==> src/rtl/od_bridge_ctrl_if.sv <==
// Sideband pad bundle between the bridge controller and the pad/bench side.
// The slave side is the controller: it samples the pad levels and drives the low-enables.
interface od_bridge_ctrl_if;
  logic       iEn;
  logic       iA;
  logic       iB;
  logic       iFaultClr;
  logic       oA_drvLow;
  logic       oB_drvLow;
  logic [1:0] oOwner;
  logic       oFault;

  modport slave (
    input  iEn, iA, iB, iFaultClr,
    output oA_drvLow, oB_drvLow, oOwner, oFault
  );

  modport master (
    output iEn, iA, iB, iFaultClr,
    input  oA_drvLow, oB_drvLow, oOwner, oFault
  );
endinterface

==> src/rtl/od_bridge_ctrl.sv <==
// Open-drain bypass direction control: pad edge to drive change is 2 + FILT_CYC + 1 cycles, no backpressure.
// OD_BRIDGE_TIMEOUT_EN adds the stuck-low timeout and latched FAULT state; without it ownership never times out.
module od_bridge_ctrl #(
  parameter int FILT_CYC    = 2,
  parameter int RELEASE_CYC = 4,
  parameter int TIMEOUT_CYC = 1024
) (
  input  logic            iClk,
  input  logic            iRst,
  od_bridge_ctrl_if.slave bus
);
  localparam logic [3:0] FILT_LAST = 4'(FILT_CYC - 1);
  localparam logic [7:0] HOLD_LAST = 8'(RELEASE_CYC - 1);

`ifdef OD_BRIDGE_TIMEOUT_EN
  localparam logic [15:0] TO_LAST = 16'(TIMEOUT_CYC - 1);
  typedef enum logic [2:0] {IDLE, A_OWNS, B_OWNS, HOLDOFF, FAULT} state_t;
  logic [15:0] toCnt;
`else
  typedef enum logic [1:0] {IDLE, A_OWNS, B_OWNS, HOLDOFF} state_t;
  logic unusedIn;
  assign unusedIn = ^{bus.iFaultClr, 16'(TIMEOUT_CYC)};
`endif

  state_t     stateQ, stateD;
  logic       aMeta, aSync, bMeta, bSync;
  logic       fA, fB;
  logic [3:0] filtCntA, filtCntB;
  logic [7:0] holdCnt;

  always_ff @(posedge iClk) begin
    if (iRst) begin
      aMeta <= 1'b1;
      aSync <= 1'b1;
      bMeta <= 1'b1;
      bSync <= 1'b1;
    end else begin
      aMeta <= bus.iA;
      aSync <= aMeta;
      bMeta <= bus.iB;
      bSync <= bMeta;
    end
  end

  // Filtered level flips only after FILT_CYC consecutive disagreeing samples.
  always_ff @(posedge iClk) begin
    if (iRst) begin
      fA       <= 1'b1;
      filtCntA <= '0;
    end else if (!bus.iEn || aSync == fA) begin
      filtCntA <= '0;
    end else if (filtCntA == FILT_LAST) begin
      fA       <= aSync;
      filtCntA <= '0;
    end else begin
      filtCntA <= filtCntA + 4'd1;
    end
  end

  always_ff @(posedge iClk) begin
    if (iRst) begin
      fB       <= 1'b1;
      filtCntB <= '0;
    end else if (!bus.iEn || bSync == fB) begin
      filtCntB <= '0;
    end else if (filtCntB == FILT_LAST) begin
      fB       <= bSync;
      filtCntB <= '0;
    end else begin
      filtCntB <= filtCntB + 4'd1;
    end
  end

  always_ff @(posedge iClk) begin
    if (iRst) begin
      stateQ  <= IDLE;
      holdCnt <= '0;
`ifdef OD_BRIDGE_TIMEOUT_EN
      toCnt   <= '0;
`endif
    end else begin
      stateQ  <= stateD;
      holdCnt <= (stateQ == HOLDOFF && stateD == HOLDOFF) ? holdCnt + 8'd1 : '0;
`ifdef OD_BRIDGE_TIMEOUT_EN
      if ((stateQ == A_OWNS || stateQ == B_OWNS) && stateD == stateQ)
        toCnt <= (toCnt == 16'hFFFF) ? toCnt : toCnt + 16'd1;
      else
        toCnt <= '0;
`endif
    end
  end

  always_comb begin
    stateD = stateQ;
    case (stateQ)
      IDLE: begin
        if (!fA && fB)
          stateD = A_OWNS;
        else if (fA && !fB)
          stateD = B_OWNS;
      end
      A_OWNS: begin
        if (fA)
          stateD = HOLDOFF;
`ifdef OD_BRIDGE_TIMEOUT_EN
        else if (toCnt == TO_LAST)
          stateD = FAULT;
`endif
      end
      B_OWNS: begin
        if (fB)
          stateD = HOLDOFF;
`ifdef OD_BRIDGE_TIMEOUT_EN
        else if (toCnt == TO_LAST)
          stateD = FAULT;
`endif
      end
      HOLDOFF: begin
        if (holdCnt == HOLD_LAST)
          stateD = IDLE;
      end
`ifdef OD_BRIDGE_TIMEOUT_EN
      FAULT: begin
        if (bus.iFaultClr && fA && fB)
          stateD = IDLE;
      end
`endif
      default: stateD = IDLE;
    endcase
    // Disable drops ownership but must not wipe a latched fault.
`ifdef OD_BRIDGE_TIMEOUT_EN
    if (!bus.iEn && stateQ != FAULT)
      stateD = IDLE;
`else
    if (!bus.iEn)
      stateD = IDLE;
`endif
  end

  assign bus.oA_drvLow = (stateQ == B_OWNS);
  assign bus.oB_drvLow = (stateQ == A_OWNS);
`ifdef OD_BRIDGE_TIMEOUT_EN
  assign bus.oFault    = (stateQ == FAULT);
`else
  assign bus.oFault    = 1'b0;
`endif

  always_comb begin
    bus.oOwner = 2'b00;
    case (stateQ)
      A_OWNS:  bus.oOwner = 2'b01;
      B_OWNS:  bus.oOwner = 2'b10;
      HOLDOFF: bus.oOwner = 2'b11;
      default: bus.oOwner = 2'b00;
    endcase
  end
endmodule

==> src/flat_wrapper.sv <==
// flat-port wrapper written by rule: the top's interface ports become plain ports
module od_bridge_ctrl_flat 
#(
  parameter int FILT_CYC    = 2,
  parameter int RELEASE_CYC = 4,
  parameter int TIMEOUT_CYC = 1024
)
  (iClk, iRst, bus_iEn, bus_iA, bus_iB, bus_iFaultClr, bus_oA_drvLow, bus_oB_drvLow, bus_oOwner, bus_oFault);
  od_bridge_ctrl_if bus_i ();
  input  logic iClk;
  input  logic iRst;
  input wire logic [$bits(bus_i.iEn)-1:0] bus_iEn;
  input wire logic [$bits(bus_i.iA)-1:0] bus_iA;
  input wire logic [$bits(bus_i.iB)-1:0] bus_iB;
  input wire logic [$bits(bus_i.iFaultClr)-1:0] bus_iFaultClr;
  output wire logic [$bits(bus_i.oA_drvLow)-1:0] bus_oA_drvLow;
  output wire logic [$bits(bus_i.oB_drvLow)-1:0] bus_oB_drvLow;
  output wire logic [$bits(bus_i.oOwner)-1:0] bus_oOwner;
  output wire logic [$bits(bus_i.oFault)-1:0] bus_oFault;
  assign bus_i.iEn = bus_iEn;
  assign bus_i.iA = bus_iA;
  assign bus_i.iB = bus_iB;
  assign bus_i.iFaultClr = bus_iFaultClr;
  assign bus_oA_drvLow = bus_i.oA_drvLow;
  assign bus_oB_drvLow = bus_i.oB_drvLow;
  assign bus_oOwner = bus_i.oOwner;
  assign bus_oFault = bus_i.oFault;
  od_bridge_ctrl #(.FILT_CYC(FILT_CYC), .RELEASE_CYC(RELEASE_CYC), .TIMEOUT_CYC(TIMEOUT_CYC)) u_core (.iClk(iClk), .iRst(iRst), .bus(bus_i));
endmodule
==> config.mk <==
export PLATFORM = sky130hd
export DESIGN_NAME = od_bridge_ctrl_flat
export DESIGN_NICKNAME = d
export VERILOG_FILES = /design/src/rtl/od_bridge_ctrl_if.sv /design/src/rtl/od_bridge_ctrl.sv /design/src/flat_wrapper.sv
export SDC_FILE = /design/constraint.sdc
export NUM_CORES = 1
export LEC_CHECK = 0
export ABC_AREA = 1
export BUFFER_PORTS_ARGS = -buffer_cell sky130_fd_sc_hd__buf_4
export CORE_UTILIZATION = 25
export CTS_BUF_LIST = sky130_fd_sc_hd__clkbuf_4
export CTS_CLUSTER_DIAMETER = 150
export DETAILED_ROUTE_END_ITERATION = 10
export PLACE_DENSITY_LB_ADDON = 0.15
export SLEW_MARGIN = 20
export SYNTH_ARGS = -nofsm -noshare
export SYNTH_HDL_FRONTEND = slang
export SYNTH_SLANG_ARGS = --single-unit
==> constraint.sdc <==
create_clock -name iClk -period 1.5 [get_ports iClk]
set_clock_uncertainty 0.1 [all_clocks]
set_input_delay 0.075 -clock iClk [delete_from_list [all_inputs] [get_ports iClk]]
set_output_delay 0.075 -clock iClk [all_outputs]
set_load 0.05 [all_outputs]
==> results of run 1 <==
-- tightest hold or removal path, cell delays in order --
cell and delay [ns]:
buf_4 0.13, nand3_1 0.09, o21ai_0 0.08, nand2_1 0.05
-- final cells by class --
class,count,area (sq um)
Clock buffer,3,22.52
Clock inverter,1,3.754
Sequential cell,24,480.5
Multi-Input combinational cell,91,509.2
Tap cell,50,62.56
Timing Repair Buffer,13,113.9
Fill cell,444,2780
Inverter,15,56.30
-- state kept, by name (all words and copies together) (netlist names) --
signal           flops
u_core.aMeta         1
u_core.aSync         1
u_core.bMeta         1
u_core.bSync         1
u_core.fA            1
u_core.fB            1
u_core.filtCntA      4
u_core.filtCntB      4
u_core.holdCnt       8
u_core.stateQ        2
-- power by group through the flow --
| stage | registers (uW) | clock network (uW) | logic (uW) |
|---|---|---|---|
| 2_1_floorplan | 660 | 0 | 21.9 |
| 5_1_grt | 648 | 333 | 50.6 |
| 4_1_cts | 647 | 305 | 44.5 |
| 3_3_place_gp | 661 | 0 | 33.8 |
| 6_report | 647 | 281 | 45.4 |
| 3_5_place_dp | 661 | 0 | 34.4 |
-- worst paths after layout --
path | end | cells after the start | startpoint
worst max-delay path | u_core.aMeta | 4 | iRst
worst min-delay path | u_core.fB | 4 | bus_iEn
worst max register to register | u_core.stateQ[1] | 5 | u_core.holdCnt[0]
worst min register to register | u_core.bSync | 1 | u_core.bMeta
-- cells by family after synthesis --
group / synth area share
fa+ha+maj: 0.05896
other cells: 0.003534
simple gates: 0.3043
xor+xnor: 0.06603
buf+inv: 0.06722
compound gates: 0.04716
flops: 0.4528
-- cell usage after synthesis --
cell and number:
xor2_1 4, inv_2 1, buf_4 1, or2_2 4
nand4_1 1, nor2_2 2, ha_1 5, nand2_1 21
a21oi_1 5, dfxtp_1 24, nor2_1 25, and2_2 1
nand3_1 6, o21ai_0 5, nand3b_1 1, nor2_4 2
conb_1 1, nor3_1 1, clkbuf_1 2, xnor2_1 4
nand3_2 1, nand3_4 1, inv_1 14, and2_1 1
-- through the flow --
| step | std cells | worst slack [ns] | power (uW) | cell area, sq um |
|---|---|---|---|---|
| 3_5_place_dp | 188 | 0.2483 | 695.2 | 1169 |
| 5_1_grt | 197 | 0.01035 | 1032 | 1249 |
| 3_3_place_gp | 188 | 0.2452 | 694.4 | 1169 |
| 4_1_cts | 197 | 0.02509 | 996.5 | 1245 |
| 6_report | 197 | 0.01291 | 973.3 | 1249 |
| 2_1_floorplan | 133 | 0.2637 | 681.9 | 1061 |
-- per-layer routing --
| layer | up-vias | global-route usage | share of wire |
|---|---|---|---|
| li1 | 436 | - | - |
| met1 | 366 | 0.1068 | 0.48 |
| met2 | 8 | 0.1525 | 0.48 |
| met3 | 2 | 0.03041 | 0.025 |
| met4 | 0 | 0.03989 | 0.014 |
| met5 | - | 0 | 0 |
-- timing repair --
| item | 4_1_cts | 5_1_grt |
|---|---|---|
| setup endpoints to repair | 0 | 1 |
| hold buffers | 5 | 0 |
| hold endpoints to repair | 6 | 0 |
| resized for setup | 0 | 1 |
==> flow_summary.json, run 1 <==
{
  "outcome": "finished, final reports clean",
  "die_h_microns": 67.15,
  "max_stage_delay_ns": 0.55,
  "vias": 812,
  "path_delay_family": "buffers and inverters",
  "final_cell_mix": "nor2_1, dfxtp_1, nand2_1",
  "seq_area_frac_synth": 0.4528,
  "drive_above_1_share": 0.1565,
  "grt_pass1_wl_mm": 3.077,
  "hold_viol": 0,
  "synth_area_leader_cell": "dfxtp_1",
  "end_kind": "flop",
  "core_sq_um": 4029,
  "synth_cell_types": 24,
  "post-dp-hpwl_mm": 1.262,
  "finalSetupViolCount": 0,
  "setup_tns_ns": 0,
  "cts.sinks": 24,
  "die_area_sq_um": 4508,
  "synth.top_cell.area_share": 0.4528,
  "switching_share": 0.2145,
  "final_nets": 159,
  "critPathLaunchType": "primary input",
  "area_delta_synth_final_pct": 17.69,
  "rsz0062_at_grt": "false",
  "hold_ws_ns": 0.04456,
  "crit_slowest_cell": "dlygate4sd3_1",
  "path_clk_slew_ns": 0.12,
  "hold_class": "in -> reg",
  "cp.arrival_ns": 1.60,
  "path_common_cell": "dlygate4sd3_1",
  "grt_max_degree": 14,
  "cap_violations": 0,
  "post_drt_wl_per_cell_microns": 8.584,
  "syn_area_per_cell_sq_um": 7.978,
  "grt-ovfl-total": 0,
  "crit_fanout": 8,
  "n_antenna_cell": 0,
  "drt-pass1-iter-count": 4,
  "path_class": "in -> reg",
  "path_cells": "dlygate4sd3_1 > buf_6 > or2_2 > dlygate4sd3_1",
  "switching_power_uw": 208.8,
  "row_count": 23,
  "yosys_register_bits": 24,
  "p_int_uw": 764.5,
  "p_leak_uw": 0.0004843,
  "p_comb_frac": 0.047,
  "antenna_found_initial": 0,
  "fin_crit_ns": 1.487,
  "vdd_ir_drop_max_mv": 0.4934,
  "syn_area_sq_um": 1061,
  "cts_tree": "built",
  "layout_commonest_cell": "nor2_1",
  "routed_wl_mm": 1.691,
  "final_core_util": 0.3099,
  "synthesis.nets": 144,
  "p_per_area_nw_per_um2": 779.4,
  "post_drt_via_cell_ratio": 4.122,
  "gp_congestion": 0.7272,
  "synth_cells": 133,
  "seq_power_share": 0.664,
  "antenna_left": 0,
  "initial_core_util": 0.2634,
  "clockBufferDepth": 2,
  "synth_area_leaders": "dfxtp_1, nor2_1, nand2_1, ha_1, inv_1",
  "p_clk_frac": 0.289,
  "first_global_vias": 731,
  "reg2reg_slack_ns": 0.22,
  "timing.final.crit_share": 0.9914,
  "drtIter0Drc": 21,
  "root_buffer": "clkbuf_4",
  "cp_num_buf_inv": 3,
  "ios": 11,
  "cts_buffers": 3,
  "drcViolationCount": 0,
  "max_freq_ghz": 0.6725,
  "die_w_microns": 67.15,
  "post-cts-setup-buffers": 0,
  "clock_latency_ns": 0.31,
  "htree_levels": 1,
  "required_ns": 1.61,
  "ys.warnings.count": 0,
  "grt_usage": 0.09178,
  "port-buffer-count": 8,
  "finalMaxSlewViolations": 0
}
(Power assumes the default switching activity.)
==> inputs of run 2 (changes only) <==
CELL_PAD_IN_SITES_DETAIL_PLACEMENT = 0   (was default)
CELL_PAD_IN_SITES_GLOBAL_PLACEMENT = 1   (was default)
==> run 2 against run 1 <==
- fmax is 0.14% lower
- final area is 1.8% higher
- cell count stayed put
- wire length is 11% higher
- power is 20% higher
- register-to-register slack worse by 0.03 ns
- flip-flop and latch count stayed put
- critical path type unchanged
- critical endpoint is now u_core.bMeta
==> flow_summary.json, run 2 (synthesis gave the netlist of run 1 again) <==
{
  "drtIter0Drc": 27,
  "hold_class": "in -> reg",
  "drcViolationCount": 0,
  "outcome": "finished, final reports clean",
  "setup_tns_ns": 0,
  "die_area_sq_um": 4508,
  "critPathLaunchType": "primary input",
  "grt_usage": 0.09607,
  "n_antenna_cell": 0,
  "rsz0062_at_grt": "false",
  "core_sq_um": 4029,
  "finalSetupViolCount": 0,
  "grt-ovfl-total": 0,
  "p_leak_uw": 0.0004956,
  "clock_latency_ns": 0.32,
  "cp.arrival_ns": 1.61,
  "drive_above_1_share": 0.1633,
  "cts_resized": 0,
  "die_h_microns": 67.15,
  "p_per_area_nw_per_um2": 920.1,
  "finalMaxSlewViolations": 0,
  "met1_usage": 0.1110,
  "path_cells": "dlygate4sd3_1 > buf_4 > or2_2 > dlygate4sd3_1",
  "post_drt_via_cell_ratio": 4.091,
  "cts_buffers": 3,
  "port-buffer-count": 8,
  "grt_max_degree": 15,
  "ios": 11,
  "busiest_layer": "met2",
  "root_buffer": "clkbuf_4",
  "antenna_found_initial": 0,
  "final_cell_mix": "nor2_1, dfxtp_1, nand2_1",
  "initial_core_util": 0.2634,
  "first_global_vias": 750,
  "routed_wl_mm": 1.870,
  "cts.sinks": 24,
  "vdd_ir_drop_max_mv": 0.3049,
  "layout_commonest_cell": "nor2_1",
  "post-cts-setup-buffers": 0,
  "required_ns": 1.63,
  "crit_fanout": 8,
  "largest_reg_flops": 8,
  "post_drt_wl_per_cell_microns": 9.492,
  "die_w_microns": 67.15,
  "final_core_util": 0.3155,
  "row_count": 23,
  "cp_num_buf_inv": 3,
  "crit_slowest_cell": "dlygate4sd3_1",
  "path_delay_family": "buffers and inverters",
  "ctsHoldBuffers": 5,
  "hold_viol": 0,
  "path_class": "in -> reg",
  "cap_violations": 0,
  "drt-pass1-iter-count": 4,
  "fin_crit_ns": 1.489,
  "max_freq_ghz": 0.6715,
  "area_delta_synth_final_pct": 19.81,
  "final_nets": 159,
  "end_kind": "flop",
  "vias": 806,
  "regMostFlops": "u_core.holdCnt",
  "clockBufferDepth": 2,
  "path_clk_slew_ns": 0.14,
  "grt_pass1_wl_mm": 3.187,
  "max_stage_delay_ns": 0.55,
  "grt_use_met2": 0.1625,
  "timing.final.crit_share": 0.9928,
  "htree_levels": 1,
  "grt_use_met3": 0.02534,
  "antenna_left": 0,
  "top_regs": "u_core.holdCnt x8, u_core.filtCntA x4, u_core.filtCntB x4",
  "path_common_cell": "dlygate4sd3_1",
  "gp_congestion": 0.7132,
  "cts_tree": "built",
  "post-dp-hpwl_mm": 1.367
}
## run 2: cell types whose count changed in the layout (fill, tap and decap cells not counted)
cell	previous run	this run
bufinv_16	0	1
buf_6	1	0
clkinv_1	1	0
buf_4	7	8
## run 2: layer usage
| metal | up-vias | share of wire |
|---|---|---|
| li1 | 432 | - |
| met1 | 359 | 0.47 |
| met2 | 11 | 0.48 |
| met3 | 4 | 0.030 |
| met4 | 0 | 0.021 |
| met5 | - | 0 |
## run 2: where the power goes
group | switching [uW] | leakage [uW] | internal, uW
clock network | 208 | 0.0000279 | 270
logic | 21.5 | 0.000273 | 23.1
registers | 2.98 | 0.000194 | 644
total | 233 | 0.000496 | 937
## run 2: through the flow
step	hold WS [ns]	power, uW	setup slack [ns]	area [sq um]	instances
after detailed placement	0.1660	695.9	0.1843	1169	188
after floorplan	0.07879	681.9	0.2637	1061	133
after global routing	0.04177	1227	0.01058	1271	197
after global placement	0.1620	695.4	0.2026	1169	188
after CTS	0.03780	1192	0.02459	1271	197
final	0.03927	1170	0.01085	1271	197
## run 2: worst paths after layout
kind                     start  slack (ns)                to  cells past startpoint
max                       iRst        0.01      u_core.bMeta                      4
min                    bus_iEn        0.04         u_core.fB                      4
max reg2reg  u_core.holdCnt[0]        0.19  u_core.stateQ[1]                      5
min reg2reg       u_core.aMeta        0.33      u_core.aSync                      1
## run 2: cell type report
cell class	count	area, sq um
Tap cell	50	62.56
Fill cell	445	2758
Timing Repair Buffer	13	110.1
Sequential cell	24	480.5
Clock buffer	3	22.52
Inverter	15	56.30
Clock inverter	1	30.03
Multi-Input combinational cell	91	509.2
## run 2: tightest hold or removal path: stages
cell     delay (ns)
buf_4          0.13
nand3_1        0.10
o21ai_0        0.08
nand2_1        0.05
==> inputs of run 3 (changes only) <==
CORE_ASPECT_RATIO = 0.6   (was default)
CORE_MARGIN = 2   (was default)
==> run 3 against run 2 <==
- flip-flop and latch count is the same
- core utilization shrank 0.88 points
- global-route usage shrank 0.43 points
- via count shrank 1.2%
- worst hold slack lost 0.018 ns
- worst setup slack gained 0.0039 ns
- combinational power shrank 1%
- first-iteration DRC count shrank 22%
- critical path type unchanged
- largest power group unchanged
- highest routed layer unchanged
==> flow_summary.json, run 3 (synthesis gave the netlist of run 1 again) <==
{
  "p_leak_uw": 0.0004830,
  "ios": 11,
  "drtIter0Drc": 21,
  "top_layer": "met4",
  "max_freq_ghz": 0.6733,
  "vdd_ir_drop_max_mv": 0.1924,
  "fin_crit_ns": 1.485,
  "die_area_sq_um": 4798,
  "initial_core_util": 0.2589,
  "p_per_area_nw_per_um2": 779.7,
  "finalSetupViolCount": 0,
  "antenna_left": 0,
  "post-dp-hpwl_mm": 1.407,
  "root_buffer": "clkbuf_4",
  "cts_tree": "built",
  "rsz0062_at_grt": "false",
  "timing.final.crit_share": 0.9902,
  "max_stage_delay_ns": 0.55,
  "regMostFlops": "u_core.holdCnt",
  "finalMaxSlewViolations": 0,
  "post_drt_via_cell_ratio": 3.845,
  "dr_wl_met2_microns": 725,
  "layout_commonest_cell": "nor2_1",
  "cts_resized": 0,
  "final_core_util": 0.3068,
  "wl_met1_mm": 1.016,
  "top_regs": "u_core.holdCnt x8, u_core.filtCntA x4, u_core.filtCntB x4",
  "vias": 796,
  "n_antenna_cell": 0,
  "cp_num_buf_inv": 3,
  "first_global_vias": 702,
  "drt-pass1-iter-count": 4,
  "routed_wl_mm": 1.825,
  "post-cts-setup-buffers": 0,
  "outcome": "finished, final reports clean",
  "startpoint": "iRst",
  "clockBufferDepth": 2,
  "antenna_found_initial": 0,
  "path_delay_family": "buffers and inverters",
  "seqCellArea_sq_um": 480.5,
  "post_drt_wl_per_cell_microns": 8.816,
  "fill_cells": 462,
  "die_h_microns": 54.46,
  "required_ns": 1.62,
  "row_count": 18,
  "largest_reg_flops": 8,
  "path_clk_slew_ns": 0.13,
  "crit_fanout": 8,
  "grt-ovfl-total": 0,
  "cp.arrival_ns": 1.61,
  "ctsHoldBuffers": 5,
  "cts.sinks": 24,
  "drcViolationCount": 0,
  "port-buffer-count": 8,
  "drive_above_1_share": 0.1565,
  "cts_buffers": 3,
  "grt_max_degree": 14,
  "hold_class": "in -> reg",
  "final_nets": 159,
  "setup_tns_ns": 0,
  "final_cell_mix": "nor2_1, dfxtp_1, nand2_1",
  "critPathLaunchType": "primary input",
  "dr_wl_met3_microns": 69,
  "gp_congestion": 0.7370,
  "cap_violations": 0,
  "end_kind": "flop",
  "area_delta_synth_final_pct": 18.51,
  "htree_levels": 1,
  "hold_viol": 0,
  "clock_latency_ns": 0.31,
  "path_common_cell": "dlygate4sd3_1",
  "grt_pass1_wl_mm": 3.208,
  "die_w_microns": 88.11,
  "core_sq_um": 4099,
  "grt_usage": 0.09180,
  "path_cells": "dlygate4sd3_1 > buf_4 > or2_2 > dlygate4sd3_1",
  "multi_input_area_sq_um": 509.2,
  "r2r-start": "u_core.holdCnt[0]",
  "crit_slowest_cell": "dlygate4sd3_1",
  "path_class": "in -> reg",
  "hp-start": "bus_iEn"
}
-- run 3: changes by cell type in the layout (fill, tap and decap cells not counted), sizes merged --
cell / change
bufinv: -1
clkinv: +1
-- run 3: where the power goes --
group | switching [uW] | total [uW] | internal (uW)
clock | 193 | 290 | 97.3
sequential | 3.02 | 647 | 644
combinational | 20.9 | 43.9 | 23.0
total | 217 | 980 | 764
-- run 3: worst register-to-register path, cell delays in order, from the launching register on --
cell and delay [ns]:
dfxtp_1 0.37, ha_1 0.22, inv_1 0.05, nor2_1 0.13, nand3_2 0.13, nand3_4 0.14
nor2_1 0.06
-- run 3: cell type report --
class / count / area share
tap: 60 / 0.05970
inverter: 15 / 0.04478
multi-input combinational: 91 / 0.4050
timing repair buffer: 13 / 0.08756
sequential: 24 / 0.3821
clock buffer: 3 / 0.01791
clock inverter: 1 / 0.002985
-- run 3: worst paths after layout --
check / to / slack [ns] / cells past startpoint
setup reg to reg: u_core.holdCnt[3] / 0.21 / 6
hold / removal: u_core.fA / 0.02 / 4
hold reg to reg: u_core.aSync / 0.33 / 1
setup / recovery: u_core.aMeta / 0.01 / 4
-- run 3: layer usage --
metal | vias to the layer above | GRT usage
met5 | - | 0
met4 | 0 | 0.03788
met3 | 2 | 0.03167
met2 | 14 | 0.1326
met1 | 344 | 0.1251
li1 | 436 | -
-- run 3: metrics by stage --
step / setup WS, ns / power [uW] / instances / hold slack, ns / area (sq um)
after floorplan: 0.2637 / 681.9 / 133 / 0.07879 / 1061
after global placement: 0.2473 / 695.0 / 198 / 0.1619 / 1181
after detailed placement: 0.2275 / 695.5 / 198 / 0.1667 / 1181
after CTS: 0.03620 / 1006 / 207 / 0.003607 / 1257
after global routing: 0.01451 / 1043 / 207 / 0.04186 / 1257
final: 0.01474 / 980.5 / 207 / 0.02161 / 1257
